[src/rtl/npc_pkg.sv]
// Shared fetch-side definitions: IFU state encoding, word sizes and default reset PC.
// The FAULT state only exists when IFU_MISALIGN_EN is defined.
package npc_pkg;

   localparam int XLEN       = 32;
   localparam int INST_BYTES = 4;

   localparam logic [XLEN-1:0] DEFAULT_RESET_PC = 32'h8000_0000;

`ifdef IFU_MISALIGN_EN
   typedef enum logic [2:0] {
      ST_IDLE  = 3'd0,
      ST_REQ   = 3'd1,
      ST_WAIT  = 3'd2,
      ST_HOLD  = 3'd3,
      ST_FAULT = 3'd4
   } ifu_state_t;
`else
   typedef enum logic [2:0] {
      ST_IDLE  = 3'd0,
      ST_REQ   = 3'd1,
      ST_WAIT  = 3'd2,
      ST_HOLD  = 3'd3
   } ifu_state_t;
`endif

   // Sequential successor of a fetch address; wraps modulo 2^XLEN.
   function automatic logic [XLEN-1:0] pc_seq_next(input logic [XLEN-1:0] pc);
      return pc + XLEN'(INST_BYTES);
   endfunction

endpackage

[src/rtl/ifu.sv]
// Instruction fetch unit: single-outstanding imem fetch, one-entry instruction register, redirects.
// Optional misaligned-target fault handling is enabled by defining IFU_MISALIGN_EN.
module ifu
   import npc_pkg::*;
#(
   parameter logic [XLEN-1:0] RESET_PC = DEFAULT_RESET_PC
) (
   input  logic            clk,
   input  logic            reset,
   input  logic            redirect_valid,
   input  logic [XLEN-1:0] redirect_pc,
   output logic            imem_req,
   output logic [XLEN-1:0] imem_addr,
   input  logic            imem_gnt,
   input  logic            imem_rvalid,
   input  logic [XLEN-1:0] imem_rdata,
   output logic            inst_valid,
   input  logic            inst_ready,
   output logic [XLEN-1:0] inst,
   output logic [XLEN-1:0] inst_pc
`ifdef IFU_MISALIGN_EN
   ,
   output logic            fetch_fault
`endif
);

   ifu_state_t      r_state;
   logic [XLEN-1:0] r_pc;
   logic            r_drop;
   logic            r_inst_valid;
   logic [XLEN-1:0] r_inst;
   logic [XLEN-1:0] r_inst_pc;

   ifu_state_t      w_state_n;
   logic [XLEN-1:0] w_pc_n;
   logic            w_drop_n;
   logic            w_inst_valid_n;
   logic            w_load_inst;
   logic [XLEN-1:0] w_tgt;

`ifdef IFU_MISALIGN_EN
   logic r_fault;
   logic w_fault_n;
   logic w_misalign;

   assign w_tgt      = redirect_pc;
   assign w_misalign = |redirect_pc[1:0];
`else
   // Low target bits are meaningless without fault support; they are dropped on load.
   logic w_unused_lo;

   assign w_tgt       = {redirect_pc[XLEN-1:2], 2'b00};
   assign w_unused_lo = ^redirect_pc[1:0];
`endif

   always_comb begin
      w_state_n      = r_state;
      w_pc_n         = r_pc;
      w_drop_n       = r_drop;
      w_inst_valid_n = r_inst_valid;
      w_load_inst    = 1'b0;
`ifdef IFU_MISALIGN_EN
      w_fault_n      = r_fault;
`endif
      if (redirect_valid) begin
         // Redirect wins; an in-flight request keeps WAIT but its response is marked for discard.
         w_pc_n         = w_tgt;
         w_inst_valid_n = 1'b0;
         case (r_state)
            ST_REQ: begin
               if (imem_gnt) begin
                  w_state_n = ST_WAIT;
                  w_drop_n  = 1'b1;
               end else begin
                  w_state_n = ST_REQ;
               end
            end
            ST_WAIT: begin
               if (imem_rvalid) begin
                  w_state_n = ST_REQ;
                  w_drop_n  = 1'b0;
               end else begin
                  w_drop_n  = 1'b1;
               end
            end
            default: w_state_n = ST_REQ;
         endcase
`ifdef IFU_MISALIGN_EN
         w_fault_n = 1'b0;
         if (w_misalign) begin
            w_state_n = ST_FAULT;
            w_drop_n  = 1'b0;
            w_fault_n = 1'b1;
         end
`endif
      end else begin
         case (r_state)
            ST_IDLE: w_state_n = ST_REQ;
            ST_REQ: begin
               if (imem_gnt) w_state_n = ST_WAIT;
            end
            ST_WAIT: begin
               if (imem_rvalid) begin
                  if (r_drop) begin
                     w_drop_n  = 1'b0;
                     w_state_n = ST_REQ;
                  end else begin
                     w_load_inst    = 1'b1;
                     w_inst_valid_n = 1'b1;
                     w_state_n      = ST_HOLD;
                  end
               end
            end
            ST_HOLD: begin
               if (inst_ready) begin
                  w_pc_n         = pc_seq_next(r_pc);
                  w_inst_valid_n = 1'b0;
                  w_state_n      = ST_REQ;
               end
            end
`ifdef IFU_MISALIGN_EN
            ST_FAULT: w_state_n = ST_FAULT;
`endif
            default: w_state_n = ST_IDLE;
         endcase
      end
   end

   always_ff @(posedge clk or negedge reset) begin
      if (!reset) begin
         r_state      <= ST_IDLE;
         r_pc         <= RESET_PC;
         r_drop       <= 1'b0;
         r_inst_valid <= 1'b0;
         r_inst       <= '0;
         r_inst_pc    <= '0;
      end else begin
         r_state      <= w_state_n;
         r_pc         <= w_pc_n;
         r_drop       <= w_drop_n;
         r_inst_valid <= w_inst_valid_n;
         if (w_load_inst) begin
            r_inst    <= imem_rdata;
            r_inst_pc <= r_pc;
         end
      end
   end

`ifdef IFU_MISALIGN_EN
   always_ff @(posedge clk or negedge reset) begin
      if (!reset) r_fault <= 1'b0;
      else        r_fault <= w_fault_n;
   end

   assign fetch_fault = r_fault;
`endif

   assign imem_req   = (r_state == ST_REQ);
   assign imem_addr  = r_pc;
   assign inst_valid = r_inst_valid;
   assign inst       = r_inst;
   assign inst_pc    = r_inst_pc;

endmodule

[config.mk]
export PLATFORM = sky130hd
export DESIGN_NAME = ifu
export DESIGN_NICKNAME = d
export VERILOG_FILES = /design/src/rtl/npc_pkg.sv /design/src/rtl/ifu.sv
export SDC_FILE = /design/constraint.sdc
export NUM_CORES = 1
export LEC_CHECK = 0
export BUFFER_PORTS_ARGS = -buffer_cell sky130_fd_sc_hd__buf_2
export CAP_MARGIN = 5
export CORE_MARGIN = 2
export CORE_UTILIZATION = 29
export DETAILED_ROUTE_END_ITERATION = 10
export GPL_ROUTABILITY_DRIVEN = 0
export PLACE_DENSITY = 0.62
export REMOVE_ABC_BUFFERS = 1
export SYNTH_ARGS = -nofsm -noshare
export SYNTH_HDL_FRONTEND = slang
export SYNTH_SLANG_ARGS = --single-unit
[constraint.sdc]
create_clock -name clk -period 2.74 [get_ports clk]
set_input_delay 0.137 -clock clk [delete_from_list [all_inputs] [get_ports clk]]
set_output_delay 0.137 -clock clk [all_outputs]
set_load 0.01 [all_outputs]
==> results by group, run 1 <==
Power and ir drop
  • Sw Ratio: 31.1%
  • Max VDD drop: 0.000539 V
  • PwrDens: 839 nW/um^2
  • Psw: 1.51 mW
  • Comb power frac: 30.4%
  • Internal power: 3.35 mW
  • P_leak: 2.94 nW
  • Clock power frac: 25.5%
  • Sequential power share: 44.1%

Floorplanning
  • Die width: 127 um
  • Core area: 14600 um^2
  • IO Count: 168
  • Site row count: 44
  • Die ar.: 16100 um^2
  • Initial Util: 30.0%
  • Die Height: 127 um

Timing
  • Final Max Tran Viols: 0
  • FMAX: 464 MHz
  • Final worst path period need: 2150 ps
  • Final setup fails: 0
  • Fin Clk Skew: 9.26 ps
  • WHS: 19.8 ps
  • Worst Tran Pin Value: 777 ps
  • Final Hold Fails: 0
  • RSZ-0062 raised after global routing: no
  • Rel. slew slack: 48.2%
  • Period utilization: 78.6%

Worst setup path
  • WP data arrival: 2430 ps
  • Slowest cell on crit path: or4_1
  • Worst Path Required: 3010 ps
  • RR Startpoint: r_state[0]
  • Cells on worst reg2reg path: 5
  • CP cell instances: ha_1 -> and4_1 -> nand3_1 -> or4_1 -> a31oi_1
  • Crit path to: imem_addr[31]
  • CP peak stage delay: 530 ps
  • R2r endpoint: imem_addr[31]
  • Setup crit start kind: register
  • Crit path kind: reg2reg
  • Flop2flop setup slack: 590 ps
  • CP Capture Type: register
  • Worst-path maximum fanout: 8
  • Crit. Startpoint: r_state[0]

Route
  • Via density per instance: 4.82
  • DRT antenna net count: 0
  • DR iter-0 viols: 139
  • # DRC: 0
  • DR WL/cell: 15.1 um
  • Final WL: 11.0 mm
  • Via Count: 3520
  • Drt first pass iters: 4

Logic synthesis
  • Netlist cell types: 36
  • Average size of a mapped cell: 11.9 um^2
  • Post-Syn Instances: 370
  • EDFF count, synth: 0
  • Post-synthesis sequential area ratio: 54.7%
  • YS warnings: 0
  • Ys flop type: dfrtp_1
  • #FFs+latches synth: 96
  • Synthesized cell area: 4390 um^2
  • Async S/R FF share, synth: 100%

GRT
  • GRT Total Usage: 13.8%
  • Number of global-route vias before repair: 3465
  • First-pass GRT wire length: 17.6 mm
  • Initial antenna violation count: 0
  • Pin count of the biggest net entering global routing: 63
  • Grt ovf: 0

Cells and area
  • Fillers: 1454
  • Multi-input gate area: 1840 um^2
  • Share of layout cells above drive strength 1: 46.0%
  • Most common cell after layout, fill and taps aside: buf_2
  • Synthesis-to-layout area growth: 32.1%
  • Register area: 2400 um^2
  • Nets@finish: 617
  • Final Util: 39.6%
  • Antenna cells: 0
  • Non-Filler Instances: 730
  • Most frequent cells in the layout: buf_2 (160), dfrtp_1 (95), mux2_2 (64), nand2_1 (28), o21ai_0 (21)

Hold path
  • Hold Path Class: in2reg

Clock network
  • Setup Fix Bufs, Post-CTS: 0
  • CTS clk-pin slew, worst paths: 70 ps
  • TritonCTS buffer count: 9
  • H-tree levels: 3
  • Clock Sinks: 96
  • Clock root buffer: clkbuf_16
  • CTS tree: built
  • Worst skew pair latency: 350 ps
  • Max clock buf depth: 2

Place
  • Placed insts: 702
  • Port buffer count: 161
  • Post-DP HPWL: 7.88 mm

Run status
  • Status: finished clean

Flow run
  • Total of max-cap violations: 0
[cells by family (layout without fill, tap and decap cells)]
kind of cell / count (synthesis) / after routing / share of synthesized area, %
xor gates and xnor gates: 11 / 11 / 2.19
AOI/OAI and AO/OA: 55 / 55 / 7.67
adders and majority gates: 5 / 5 / 1.42
DFF: 96 / 96 / 54.7
muxes: 67 / 67 / 17.1
buffers and inverters: 31 / 204 / 3.73
and+or+nand+nor: 104 / 104 / 13.1
other: 1 / 4 / 0.0854
[state kept, by name (all words and copies together), names as in the netlist]
signal and cells:
r_drop 1, r_state 2, imem_addr 30, inst_valid 1
inst_pc 30, inst 32
[Yosys cell counts, types with 2 or more instances]
cell,count,share of area [%]
nor2_1,19,1.6
clkbuf_2,2,0.23
dfrtp_1,95,54
a31oi_1,14,2.0
or4_1,12,2.1
and4_1,6,1.2
buf_4,4,0.68
a311o_1,2,0.46
inv_1,6,0.51
and3_1,6,0.86
and2_1,4,0.57
o21ai_0,21,2.4
nand4_1,12,1.7
nand3_1,8,0.91
xnor2_1,2,0.40
a21oi_1,5,0.57
mux2i_1,3,0.68
nand2_1,28,2.4
buf_2,6,0.68
buf_6,3,0.77
o211ai_1,2,0.34
mux2_2,64,16
ha_1,5,1.4
o31ai_1,10,1.7
xor2_1,9,1.8
or3_1,4,0.57
clkbuf_1,9,0.77
[repair_timing]
action	in CTS	in global routing
resized for setup	0	0
hold endpoints to repair	69	0
hold buffers	13	0
[metal layers]
layer  share of wire, %  GRT usage (%)  vias up
met5                  0              0        -
met4                1.1           3.49        0
met2                 48           23.2      111
met3                5.6           4.44       12
li1                   -              -     1685
met1                 45           17.4     1712
[cell type report]
class / count / share of cell area, %
sequential: 96 / 41.4
multi-input combinational: 246 / 31.7
timing repair buffer: 182 / 17.4
clock buffer: 11 / 4.19
tap: 184 / 3.97
clock inverter: 4 / 0.777
inverter: 7 / 0.453
[critical path: cells and delay by family, from the launching register on]
family,cells,cell delay [ps]
adder cells (fa/ha/maj),1,260
AND/OR/NAND/NOR,3,1240
AO/OA/AOI/OAI,1,190
flip-flops,1,400
[power by group through the flow]
stage,registers [mW],clock network [mW],logic (mW)
floorplan,2.37,0,0.580
global placement,2.14,0,1.45
detailed placement,2.18,0,1.48
CTS,2.15,1.29,1.50
global route,2.22,1.35,1.61
finish,2.14,1.24,1.48
[stage by stage]
| step | area [um^2] | TNS [ps] | setup slack [ps] | total power [mW] |
|---|---|---|---|---|
| 3_3_place_gp | 5380 | 0 | 642 | 3.59 |
| 3_5_place_dp | 5380 | 0 | 554 | 3.66 |
| 5_1_grt | 5800 | 0 | 356 | 5.17 |
| 2_1_floorplan | 4260 | -59960 | -967 | 2.95 |
| 6_report | 5800 | 0 | 586 | 4.87 |
| 4_1_cts | 5800 | 0 | 552 | 4.94 |
[worst min path at each step]
stage,depth (start not counted),to,from
floorplan,0,imem_addr[10],reset
global placement,1,inst_pc[22],reset
detailed placement,1,inst_pc[23],reset
CTS,2,inst[16],imem_rdata[16]
global route,2,inst[18],imem_rdata[18]
finish,2,inst[16],imem_rdata[16]
Power figures use the tool's default switching activity.
==> run 2: changes to the inputs <==
- ABC_AREA: unset -> 1
- PLACE_DENSITY: 0.62 -> 0.61
- clock period: 2.74 -> 2 ns (I/O delays scaled with it)
==> run 2 against run 1 <==
Effect of this change: flip-flop and latch count is the same; worst setup slack lost 310 ps; clock skew grew 1.9 ps; register-to-register slack lost 310 ps; via count grew 28%; combinational power grew 110%; hold slack gained 24 ps; maximum frequency grew 25%; sequential power grew 53%; sequential share of layout area shrank 5.9 points; clock power grew 58%.
==> results by group, run 2 <==
Run status
  • Status: finished clean (unchanged)

Cells and area
  • Synthesis-to-layout area growth: 34.7% (was 32.1%)
  • Final Cell Area: 6760 um^2 (was 5800 um^2)
  • Final Util: 39.5% (was 39.6%)
  • Antenna cells: 0 (unchanged)
  • Most frequent cells in the layout: nand2_1 (173), buf_2 (160), dfrtp_1 (95), nor2_1 (73), o21ai_0 (55) (was buf_2 (160), dfrtp_1 (95), mux2_2 (64), nand2_1 (28), o21ai_0 (21))
  • Most common cell after layout, fill and taps aside: nand2_1 (was buf_2)
  • Share of layout cells above drive strength 1: 30.0% (was 46.0%)
  • Fillers: 1783 (was 1454)
  • Non-Filler Instances: 1018 (was 730)
  • Max reg flops: 32 (unchanged)
  • Nets@finish: 863 (was 617)

Timing
  • Setup TNS: 0 ps (unchanged)
  • Fin Clk Skew: 11.2 ps (was 9.26 ps)
  • Final setup fails: 0 (unchanged)
  • Rel. slew slack: 61.3% (was 48.2%)
  • Final Max Tran Viols: 0 (unchanged)
  • Final worst path period need: 1730 ps (was 2150 ps)
  • RSZ-0062 raised after global routing: no (unchanged)
  • Final Hold Fails: 0 (unchanged)
  • FMAX: 579 MHz (was 464 MHz)
  • Period utilization: 86.4% (was 78.6%)
  • Worst Tran Pin Value: 580 ps (was 777 ps)

Place
  • Post-DP Area: 6080 um^2 (was 5380 um^2)
  • Post-DP HPWL: 10.4 mm (was 7.88 mm)
  • Placed insts: 968 (was 702)
  • Port buffer count: 161 (unchanged)

Worst setup path
  • RR Startpoint: r_state[0] (unchanged)
  • Setup crit start kind: register (unchanged)
  • CP peak stage delay: 450 ps (was 530 ps)
  • R2r endpoint: imem_addr[4] (was imem_addr[31])
  • Slowest cell on crit path: inv_1 (was or4_1)
  • Worst-path maximum fanout: 20 (was 8)
  • Crit. Startpoint: r_state[0] (unchanged)
  • CP Capture Type: register (unchanged)
  • Worst Path Required: 2270 ps (was 3010 ps)
  • Crit path kind: reg2reg (unchanged)
  • Flop2flop setup slack: 270 ps (was 590 ps)
  • WP data arrival: 1990 ps (was 2430 ps)
  • Cells on worst reg2reg path: 5 (unchanged)
  • CP cell instances: ha_1 -> a21oi_4 -> inv_1 -> o21ai_0 -> a22oi_1 (was ha_1 -> and4_1 -> nand3_1 -> or4_1 -> a31oi_1)

Clock network
  • CTS tree: built (unchanged)
  • Max clock buf depth: 2 (unchanged)
  • CTS Hold Buffers Added: 34 (was 13)
  • Post-cts resize count: 0 (unchanged)
  • Clock root buffer: clkbuf_16 (unchanged)
  • Clock Sinks: 96 (unchanged)
  • Setup Fix Bufs, Post-CTS: 0 (unchanged)
  • Worst skew pair latency: 350 ps (about the same)
  • TritonCTS buffer count: 9 (unchanged)
  • H-tree levels: 3 (unchanged)
  • CTS clk-pin slew, worst paths: 70 ps (about the same)

Logic synthesis
  • Yosys top cell area share: 47.4% (was 54.1%)
  • Synth top cells by count: nand2_1 (173), dfrtp_1 (95), nor2_1 (73), o21ai_0 (55), inv_1 (49) (was dfrtp_1 (95), mux2_2 (64), nand2_1 (28), o21ai_0 (21), nor2_1 (19))
  • Post-Syn Instances: 596 (was 370)
  • Average size of a mapped cell: 8.42 um^2 (was 11.9 um^2)
  • Area contributors post-synth: dfrtp_1 (47%), nand2_1 (13%), mux2_4 (10%) (was dfrtp_1 (54%), mux2_2 (16%), nand2_1 (2.4%))
  • #FFs+latches synth: 96 (unchanged)
  • Ys flop type: dfrtp_1 (unchanged)
  • Top-count cell post-synth: nand2_1 (was dfrtp_1)
  • Netlist cell types: 35 (was 36)
  • Post-synthesis sequential area ratio: 47.9% (was 54.7%)
  • EDFF count, synth: 0 (unchanged)
  • Top cell type by total area after synthesis: dfrtp_1 (unchanged)
  • YS warnings: 0 (unchanged)
  • Async S/R FF share, synth: 100% (unchanged)
  • Synthesized cell area: 5020 um^2 (was 4390 um^2)

Route
  • DR WL/cell: 14.0 um (was 15.1 um)
  • Final WL: 14.3 mm (was 11.0 mm)
  • Drt first pass iters: 4 (unchanged)
  • Via density per instance: 4.41 (was 4.82)
  • # DRC: 0 (unchanged)
  • DRT antenna net count: 0 (unchanged)
  • Via Count: 4490 (was 3520)
  • DR iter-0 viols: 171 (was 139)

Hold path
  • Hold Path Class: in2reg (unchanged)
  • Hold path startpoint: redirect_pc[9] (was imem_rdata[16])
  • Hold path depth: 3 (was 2)
  • Hold EP: imem_addr[9] (was inst[16])

GRT
  • Initial antenna violation count: 0 (unchanged)
  • Pin count of the biggest net entering global routing: 46 (was 63)
  • Grt ovf: 0 (unchanged)
  • GRT Total Usage: 15.6% (was 13.8%)
  • First-pass GRT wire length: 22.1 mm (was 17.6 mm)
  • Number of global-route vias before repair: 4290 (was 3465)

Floorplanning
  • Site row count: 48 (was 44)
  • Die Height: 136 um (was 127 um)
  • IO Count: 168 (unchanged)
  • Die width: 136 um (was 127 um)
  • Initial Util: 29.3% (was 30.0%)
  • Die ar.: 18400 um^2 (was 16100 um^2)
  • Core area: 17100 um^2 (was 14600 um^2)

Flow run
  • Total of max-cap violations: 0 (unchanged)

Power and ir drop
  • PwrDens: 1240 nW/um^2 (was 839 nW/um^2)
  • Max VDD drop: 0.000471 V (was 0.000539 V)
  • Power Total: 8.38 mW (was 4.87 mW)
  • P_leak: 3.57 nW (was 2.94 nW)
==> run 2: cell count changes in the layout (fill, tap and decap cells not counted), moves of 26 or more <==
cell / previous run / this run
nand2_1: 28 / 173
mux2_2: 64 / 0
nand3_1: 8 / 34
mux2_4: 0 / 34
o21ai_0: 21 / 55
inv_1: 6 / 49
nor2_1: 19 / 73
==> run 2: how the worst max path moves through the flow <==
stage / end / slack [ps] / cells after the start
floorplan: imem_addr[17] / -440 / 7
global placement: imem_addr[4] / 310 / 5
detailed placement: imem_addr[4] / 280 / 5
CTS: imem_addr[4] / 260 / 5
global route: imem_addr[4] / 80 / 5
finish: imem_addr[4] / 270 / 5
==> run 2: kinds of logic (layout without fill, tap and decap cells) <==
logic type	Yosys count	after routing	synth area share [%]
compound gates	81	81	8.61
fa+ha+maj	5	5	1.25
mux	34	34	10.2
flops	96	96	47.9
buf+inv	78	272	6.96
simple gates	300	300	24.8
xor+xnor	1	1	0.175
other cells	1	4	0.0748
==> run 2: worst max-delay path: cells and delay by family (launching register included) <==
family                     cells  cell delay, ps
AOI/OAI and AO/OA              3             470
adders and majority gates      1             290
buffers and inverters          1             450
DFF                            1             430
==> run 2: cell type report <==
cell class                 instances  area (um^2)  share of cell area (%)
tap                              225          282                    4.17
clock inverter                     2         60.1                   0.889
sequential                        96         2400                    35.6
inverter                          51          194                    2.87
multi-input combinational        425         2280                    33.8
clock buffer                      14          274                    4.06
timing repair buffer             205         1260                    18.7
==> run 2: report_power, final <==
part / internal, mW / switching [mW] / leakage, nW / total, mW
logic: 1.47 / 1.68 / 2.20 / 3.15
clock network: 1.20 / 0.757 / 0.163 / 1.96
registers: 2.70 / 0.571 / 1.21 / 3.27
==> run 2: stage by stage <==
stage          hold slack (ps)  setup WS [ps]
6_report                  44.2            272
5_1_grt                   35.0           79.3
4_1_cts                   30.6            259
3_5_place_dp              99.5            278
3_3_place_gp              93.8            313
2_1_floorplan             -196           -445
==> run 2: metal layers <==
| layer | vias to the layer above | wire [um] | part of all wire, % | track usage, % |
|---|---|---|---|---|
| li1 | 2292 | - | - | - |
| met1 | 2073 | 6560 | 46 | 19.9 |
| met2 | 108 | 6600 | 46 | 25.7 |
| met3 | 17 | 784 | 5.5 | 3.25 |
| met4 | 0 | 335 | 2.3 | 6.54 |
| met5 | - | 0 | 0 | 0 |
==> run 3: changes to the inputs <==
- CELL_PAD_IN_SITES_DETAIL_PLACEMENT: unset -> 0
- CELL_PAD_IN_SITES_GLOBAL_PLACEMENT: unset -> 1
- PLACE_DENSITY: 0.61 -> 0.76
- clock period: 2 -> 1.7 ns (I/O delays scaled with it)
==> run 3 against run 2 <==
Effect of this change: count of clock-buffer cells in the layout fell by 4; sequential share of layout area fell by 0.46 points; flip-flop and latch count did not move; clock skew fell by 5.5 ps; worst setup slack got worse by 230 ps; global-route usage rose by 0.26 points; register-to-register slack got worse by 230 ps; wire length rose by 2.2%; first-iteration DRC count fell by 4.1%; combinational power rose by 22%; sequential power rose by 17%; critical path type unchanged; highest routed layer unchanged.
==> results by group, run 3 (synthesis results as in run 2) <==
Run status
  • Status: finished clean (unchanged)

Place
  • Place WS: 52.7 ps (was 278 ps)
  • Post-DP Area: 6170 um^2 (was 6080 um^2)
  • Placed insts: 976 (was 968)
  • Post-DP HPWL: 10.7 mm (was 10.4 mm)
  • Port buffer count: 161 (unchanged)

Cells and area
  • Share of layout cells above drive strength 1: 31.6% (was 30.0%)
  • Fillers: 1759 (was 1783)
  • Antenna cells: 0 (unchanged)
  • Final Cell Area: 6840 um^2 (was 6760 um^2)
  • Most frequent cells in the layout: nand2_1 (173), buf_2 (160), dfrtp_1 (95), nor2_1 (71), o21ai_0 (55) (was nand2_1 (173), buf_2 (160), dfrtp_1 (95), nor2_1 (73), o21ai_0 (55))
  • Final Util: 40.0% (was 39.5%)
  • Most common cell after layout, fill and taps aside: nand2_1 (unchanged)
  • Non-Filler Instances: 1030 (was 1018)
  • Synthesis-to-layout area growth: 36.4% (was 34.7%)
  • Max reg flops: 32 (unchanged)
  • Nets@finish: 875 (was 863)

Timing
  • Final Max Tran Viols: 0 (unchanged)
  • Final WS setup: 44.9 ps (was 272 ps)
  • Final setup fails: 0 (unchanged)
  • Final Hold Fails: 0 (unchanged)
  • WHS: 42.0 ps (was 44.2 ps)
  • Fin Clk Skew: 5.73 ps (was 11.2 ps)
  • Final worst path period need: 1660 ps (was 1730 ps)
  • FMAX: 604 MHz (was 579 MHz)
  • Period utilization: 97.4% (was 86.4%)

Worst setup path
  • WP buf/inv: 2 (was 1)
  • R2r endpoint: imem_addr[4] (unchanged)
  • Crit path to: imem_addr[4] (unchanged)
  • Worst Path Required: 1920 ps (was 2270 ps)
  • CP Capture Type: register (unchanged)
  • Cells on worst reg2reg path: 6 (was 5)
  • RR Startpoint: r_state[0] (unchanged)
  • CP peak stage delay: 400 ps (was 450 ps)
  • Crit path kind: reg2reg (unchanged)
  • Crit. Startpoint: r_state[0] (unchanged)
  • Setup crit start kind: register (unchanged)
  • Flop2flop setup slack: 40 ps (was 270 ps)
  • Slowest cell on crit path: dfrtp_1 (was inv_1)
  • Worst-path maximum fanout: 5 (was 20)
  • CP Depth: 6 (was 5)
  • CP cell instances: ha_1 -> a21oi_4 -> clkinvlp_4 -> buf_4 -> o21ai_0 -> a22oi_1 (was ha_1 -> a21oi_4 -> inv_1 -> o21ai_0 -> a22oi_1)
  • WP data arrival: 1880 ps (was 1990 ps)
  • CP top delay family: compound AO/OA/AOI/OAI gates (unchanged)

GRT
  • Grt ovf: 0 (unchanged)
  • First-pass GRT wire length: 22.7 mm (was 22.1 mm)
  • Pin count of the biggest net entering global routing: 38 (was 46)
  • Number of global-route vias before repair: 4393 (was 4290)
  • GRT Total Usage: 15.8% (was 15.6%)
  • Initial antenna violation count: 1 (was 0)

Clock network
  • H-tree levels: 3 (unchanged)
  • Worst skew pair latency: 350 ps (about the same)
  • CTS clk-pin slew, worst paths: 70 ps (about the same)
  • Max clock buf depth: 2 (unchanged)
  • CTS tree: built (unchanged)
  • TritonCTS buffer count: 9 (unchanged)
  • Clock root buffer: clkbuf_16 (unchanged)
  • Clock Sinks: 96 (unchanged)

Route
  • DR iter-0 viols: 164 (was 171)
  • Drt first pass iters: 4 (unchanged)
  • DRT antenna net count: 0 (unchanged)
  • DR WL/cell: 14.2 um (was 14.0 um)
  • Via density per instance: 4.41 (about the same)
  • Final WL: 14.6 mm (was 14.3 mm)
  • # DRC: 0 (unchanged)
  • Via Count: 4541 (was 4490)

Floorplanning
  • Die ar.: 18400 um^2 (unchanged)
  • IO Count: 168 (unchanged)
  • Site row count: 48 (unchanged)
  • Die width: 136 um (unchanged)
  • Die Height: 136 um (unchanged)
  • Core area: 17100 um^2 (unchanged)
  • Initial Util: 29.3% (unchanged)

Hold path
  • Hold Path Class: in2reg (unchanged)
  • Hold path startpoint: redirect_pc[6] (was redirect_pc[9])

Flow run
  • Total of max-cap violations: 0 (unchanged)

Power and ir drop
  • P_leak: 3.60 nW (was 3.57 nW)
  • PwrDens: 1400 nW/um^2 (was 1240 nW/um^2)
  • Max VDD drop: 0.000563 V (was 0.000471 V)
-- run 3: changes by cell type in the layout (fill, tap and decap cells not counted) --
cell and change:
clkinv_4 +1, buf_4 +6, bufinv_16 -2, nor2_1 -2, clkinvlp_2 +1, inv_1 -1
clkbuf_1 -1, clkinvlp_4 +3, clkbuf_8 -3, buf_12 +4, clkinv_2 +4, nor2_4 +2
-- run 3: how the worst min path moves through the flow --
stage	endpoint	slack (ps)	depth (start not counted)
floorplan	imem_addr[10]	-210	0
global placement	inst[16]	60	1
detailed placement	inst[16]	70	1
CTS	imem_addr[13]	30	5
global route	imem_addr[4]	50	3
finish	imem_addr[6]	40	5
-- run 3: report_power, final --
| group | total, mW | internal [mW] | switching, mW |
|---|---|---|---|
| logic | 3.85 | 1.83 | 2.02 |
| registers | 3.83 | 3.18 | 0.657 |
| clock network | 1.88 | 0.985 | 0.892 |
| total | 9.56 | 5.99 | 3.57 |
-- run 3: tightest hold or removal path: stages --
cell     delay [ps]
buf_2            70
a21oi_1          50
o21ai_0          60
nand2_1          50
inv_1            40
-- run 3: repair_timing --
| action | 4_1_cts | 5_1_grt |
|---|---|---|
| hold endpoints to repair | 62 | 0 |
| hold buffers | 34 | 0 |
| setup endpoints to repair | 0 | 10 |
| gates resized for setup | 0 | 9 |
| setup buffers | 0 | 2 |
-- run 3: area by class of cell --
type	instances	area, um^2	area share [%]
Clock buffer	10	229	3.35
Tap cell	225	282	4.11
Timing Repair Buffer	215	1390	20.3
Inverter	51	198	2.89
Clock inverter	6	36.3	0.530
Timing Repair inverter	2	12.5	0.183
Multi-Input combinational cell	425	2300	33.6
Sequential cell	96	2400	35.1
-- run 3: per-stage QoR --
step	TNS, ps	total power, mW
2_1_floorplan	-33950	5.97
3_3_place_gp	0	7.57
3_5_place_dp	0	7.65
4_1_cts	0	9.66
5_1_grt	-53.7	10.3
6_report	0	9.56
-- run 3: per-layer routing --
layer	share of wire (%)	wire length, um	track usage [%]	vias up
met1	47	6940	21.2	2108
met3	4.7	680	3.29	15
met5	0	0	0	-
li1	-	-	-	2312
met4	1.7	253	5.38	0
met2	46	6730	25.6	106
